<file path="src/rtl/fetch_unit.sv">
// Instruction fetch: issues PC to imem over req/ack, queues {pc, instr} toward decode, strobes Pc_en per accepted fetch.
// Latency: request one cycle after the IDLE decision, queue entry visible the cycle after ack; peak one word per 2 cycles.
// Backpressure: no request while the queue is full (registered count); decode pops with Instr_valid & Instr_ready.
module fetch_unit #(
    parameter int N     = 32,
    parameter int DEPTH = 2
) (
    input  logic         clk,
    input  logic         reset,
    input  logic [N-1:0] Pc_i,
    output logic         Pc_en,
    input  logic         Flush,
    output logic         imem_req,
    output logic [N-1:0] imem_addr,
    input  logic         imem_ack,
    input  logic [N-1:0] imem_rdata,
    output logic [N-1:0] Instr_o,
    output logic [N-1:0] Instr_pc_o,
    output logic         Instr_valid,
    input  logic         Instr_ready,
    output logic         Misalign_o
);
    localparam int PW = (DEPTH > 1) ? $clog2(DEPTH) : 1;
    localparam int CW = PW + 1;
    localparam logic [CW-1:0] FULL = CW'(DEPTH);

    typedef enum logic [1:0] {IDLE, WAIT, DROP, HALT} state_t;

    state_t         state_q, state_d;
    logic [N-1:0]   addr_q;
    logic           load_addr;
    logic [PW-1:0]  wr_ptr, rd_ptr;
    logic [CW-1:0]  count_q;
    logic [N-1:0]   pc_mem    [DEPTH];
    logic [N-1:0]   instr_mem [DEPTH];
    logic           push, pop;

    always_ff @(posedge clk or negedge reset) begin
        if (!reset) begin
            state_q <= IDLE;
            addr_q  <= '0;
        end else begin
            state_q <= state_d;
            if (load_addr) addr_q <= Pc_i;
        end
    end

    always_comb begin
        state_d   = state_q;
        load_addr = 1'b0;
        case (state_q)
            IDLE: begin
                // Registered count only: a same-cycle pop does not open a slot
                if (count_q < FULL && !Flush) begin
                    if (Pc_i[1:0] == 2'b00) begin
                        load_addr = 1'b1;
                        state_d   = WAIT;
                    end else begin
                        state_d   = HALT;
                    end
                end
            end
            WAIT: begin
                if (imem_ack)   state_d = IDLE;
                else if (Flush) state_d = DROP;
            end
            DROP:    if (imem_ack) state_d = IDLE;
            HALT:    if (Flush)    state_d = IDLE;
            default: state_d = IDLE;
        endcase
    end

    assign imem_req   = (state_q == WAIT) || (state_q == DROP);
    assign imem_addr  = addr_q;
    assign Pc_en      = (state_q == WAIT) && imem_ack && !Flush;
    // The misalign flag is sticky exactly as long as the FSM sits in HALT
    assign Misalign_o = (state_q == HALT);

    assign push        = Pc_en;
    assign pop         = Instr_valid && Instr_ready && !Flush;
    assign Instr_valid = (count_q != '0);
    assign Instr_o     = instr_mem[rd_ptr];
    assign Instr_pc_o  = pc_mem[rd_ptr];

    always_ff @(posedge clk or negedge reset) begin
        if (!reset) begin
            wr_ptr  <= '0;
            rd_ptr  <= '0;
            count_q <= '0;
            for (int i = 0; i < DEPTH; i++) begin
                pc_mem[i]    <= '0;
                instr_mem[i] <= '0;
            end
        end else if (Flush) begin
            wr_ptr  <= '0;
            rd_ptr  <= '0;
            count_q <= '0;
        end else begin
            if (push) begin
                pc_mem[wr_ptr]    <= addr_q;
                instr_mem[wr_ptr] <= imem_rdata;
                wr_ptr            <= wr_ptr + 1'b1;
            end
            if (pop) rd_ptr <= rd_ptr + 1'b1;
            case ({push, pop})
                2'b10:   count_q <= count_q + 1'b1;
                2'b01:   count_q <= count_q - 1'b1;
                default: count_q <= count_q;
            endcase
        end
    end
endmodule

</file>
<file path="config.mk">
export PLATFORM = sky130hd
export DESIGN_NAME = fetch_unit
export DESIGN_NICKNAME = d
export VERILOG_FILES = /design/src/rtl/fetch_unit.sv
export SDC_FILE = /design/constraint.sdc
export NUM_CORES = 1
export LEC_CHECK = 0
export CORE_ASPECT_RATIO = 0.6
export CORE_UTILIZATION = 35
export CTS_CLUSTER_DIAMETER = 30
export DETAILED_ROUTE_END_ITERATION = 10
export DONT_BUFFER_PORTS = 1
export PLACE_DENSITY = 0.55
export SYNTH_ARGS = -nofsm -noshare
export SYNTH_HDL_FRONTEND = slang
export SYNTH_SLANG_ARGS = --single-unit
export TNS_END_PERCENT = 20
</file>
<file path="constraint.sdc">
create_clock -name clk -period 2.2 [get_ports clk]
set_input_delay 0.22 -clock clk [delete_from_list [all_inputs] [get_ports clk]]
set_output_delay 0.22 -clock clk [all_outputs]
set_load 0.05 [all_outputs]
</file>
==> metrics.txt, run 1 <==
status=complete, but fails checks; failing checks=negative hold slack; Num Clock Sinks=~170; Initial Util=a little over a third; CP cell instances=buf_4 > mux2_2; CTS tree=built; largest cells by area after synthesis=dfrtp_1, mux2_2, buf_6, mux2_1, ha_1; Clock Skew=a little under 0.007 ns; Syn Inst Count=around 450; Max Clk Rate=0.5112 GHz; Post-route DRC=0; highest cell delay on the worst timing path=0.52 ns; Ys Warns=0; Slew Viols, Final=0; DP Cell Count=713; Max H-tree Level=4; Synth Flop Type=dfrtp_1; total gr overflow=0; post-synth top area share=just under 60%; Syn-to-layout area delta=21.57%; antenna violations before repair=0; proportion of layout cells with a drive suffix above 1=48.22%; Worst Path Buf+Inv=1; vias in the first global route=between 4,000 and 5,000; CTS Root Cell=clkbuf_16; largest net degree at the start of global routing=167; Worst Setup SP=rd_ptr; CP max FO=30; Yosys cell types=24; fraction of registers with async set/reset=100.0%; setup tns final=0 ns; # diodes=0; final net count=between 500 and 600; Worst-Margin Slew=between 0.5 and 0.6 ns; final period utilization=about nine tenths; ANT nets after route=0; core footprint=approximately 0.020 mm²; row count=40; postcts setup bufs=0; hold buffer count at cts=64; Setup CP Type=reg2out; EDFF count, synth=0; initial DRC count=~130; synth cell count leaders=mux2_2, dfrtp_1, buf_2, buf_6, mux2_1; Worst Setup EP=Instr_pc_o[31]; DRT Pass-1 Iters=4; Hold WS=-0.5045 ns; DP Wirelength=9309 µm; Slowest cell on crit path=mux2_2; Critical Path Stages=2; minimum clock period after layout=slightly below 2 ns; CP required=slightly below 2 ns; capture point of the worst reg-to-reg path=instr_mem[37]; syn_area_per_cell=approximately 16 µm²; detailed-route via count=just under 4,000; area leader, netlist=dfrtp_1; Post-Syn Nets=roughly 530; Vias per Instance=4.816; peak supply drop=just under 0.0008 V; first-pass GRT wire length=~23,000 µm; max_cap viols=0; Lkg Pwr=approximately 3.9 nW; startpoint types=register; Die ar.=0.02098 mm²; CTS Buffer Depth=2; Worst EP arrival=1.74 ns; CTS buffer count=17; Clk Latency, worst-skew pair=~0.42 ns; Power Density=between 1500 and 2000 mW/mm²; Slew headroom=approximately 61%; R2R Setup Slk=between 0.2 and 0.3 ns; Worst-path clk slew=approximately 0.060 ns; final hold violations=166; gr usage total=between 10% and 20%; CP Capture Type=primary output; count leader, synth=mux2_2; Die W=between 150 and 200 µm; FF+latch count, synth=166; Ports=between 150 and 200; Resized cells post-CTS=0; Cell Area, Synth=0.007134 mm²; hold crit path type=in2async; start of the worst register-to-register path=state_q[1]; final cell count without fillers=roughly 810; RSZ-0062 raised after global routing=no; # setup viols final=0; RePlAce Congestion=~0.74; WL final=~15,000 µm; cell count of the worst reg-to-reg path=6; DR WL/cell=18.11 µm; Top delay family on crit path=multiplexers; Seq/Total Area, Yosys=about three fifths; Final Core Density=a little over two fifths; Port Buf Inserts=0; Die Ht=approximately 110 µm
-- report_power, final --
group / internal, mW / total, mW / switching (mW) / leakage (nW)
Clock: 1.81 / 2.98 / 1.17 / 0.269
Sequential: 4.20 / 5.97 / 1.77 / 2.12
Combinational: 1.68 / 4.91 / 3.23 / 1.49
Total: 7.69 / 13.9 / 6.17 / 3.88
-- flip-flops by register name, summed over array words and instances (netlist names) --
register and count:
pc_mem 64, instr_mem 64, state_q 2, rd_ptr 1, count_q 2, wr_ptr 1, imem_addr 32
-- cells in the final DEF (no fill, tap or decap), types with 3 or more instances in the layout --
cell | Yosys | routed
inv_1 | 5 | 5
ha_1 | 5 | 5
clkinvlp_4 | 0 | 4
nor2_1 | 5 | 5
mux2_1 | 9 | 9
clkbuf_1 | 2 | 5
mux2_2 | 214 | 214
dlygate4sd3_1 | 0 | 64
dfrtp_1 | 166 | 165
clkbuf_16 | 0 | 17
buf_12 | 0 | 6
bufinv_16 | 0 | 3
buf_4 | 0 | 3
o21ai_0 | 6 | 6
-- cell type report --
| class | instances | area (µm²) |
|---|---|---|
| Fill cell | 1772 | 11300 |
| Sequential cell | 166 | 4155 |
| Multi-Input combinational cell | 260 | 2791 |
| Timing Repair Buffer | 73 | 783.3 |
| Clock buffer | 23 | 457.9 |
| Tap cell | 273 | 341.6 |
| Clock inverter | 8 | 125.1 |
| Inverter | 5 | 18.77 |
-- how the worst min path moves through the flow --
stage | end | slack, ns | cells past startpoint
after floorplan | count_q[0] | -0.08 | 0
after global placement | imem_addr[16] | -0.07 | 0
after detailed placement | imem_addr[16] | -0.07 | 0
after CTS | imem_addr[15] | -0.54 | 0
after global routing | pc_mem[20] | -0.54 | 0
final | pc_mem[19] | -0.50 | 0
-- routing by layer --
layer	wire length, µm	GRT usage (%)	up-vias
li1	-	-	1760
met1	6949	19.44	2007
met2	6389	21.47	111
met3	1167	6.098	13
met4	125	5.014	0
met5	0	0	-
-- metrics by stage --
step	total power [mW]	worst slack [ns]	area (µm²)
floorplan	10.17	0.09709	7134
CTS	14.02	0.1939	8673
detailed placement	10.88	0.3087	7450
global placement	10.70	0.3801	7450
global route	14.49	0.1517	8673
finish	13.86	0.2437	8673
-- cells by family after synthesis --
logic type | Yosys count | share of synthesized area [%]
muxes | 224 | 35.41
DFF | 166 | 58.23
buffers and inverters | 28 | 2.718
and+or+nand+nor | 20 | 1.842
AOI/OAI and AO/OA | 8 | 0.5612
adders and majority gates | 5 | 0.8769
xor gates and xnor gates | 3 | 0.3684
-- worst register-to-register path, cell delays in order, from the launching register on --
cell	delay, ns
dfrtp_1	0.42
inv_1	0.12
ha_1	0.19
nand2_2	0.13
nor3_4	0.24
buf_12	0.26
mux2_2	0.42
Power figures use the tool's default switching activity.
==> inputs of run 2 (changes only) <==
CTS_CLUSTER_DIAMETER = unset   (was 30)
==> results of run 2 <==
No change in the layout: final DEF, timing and power equal those of run 1.
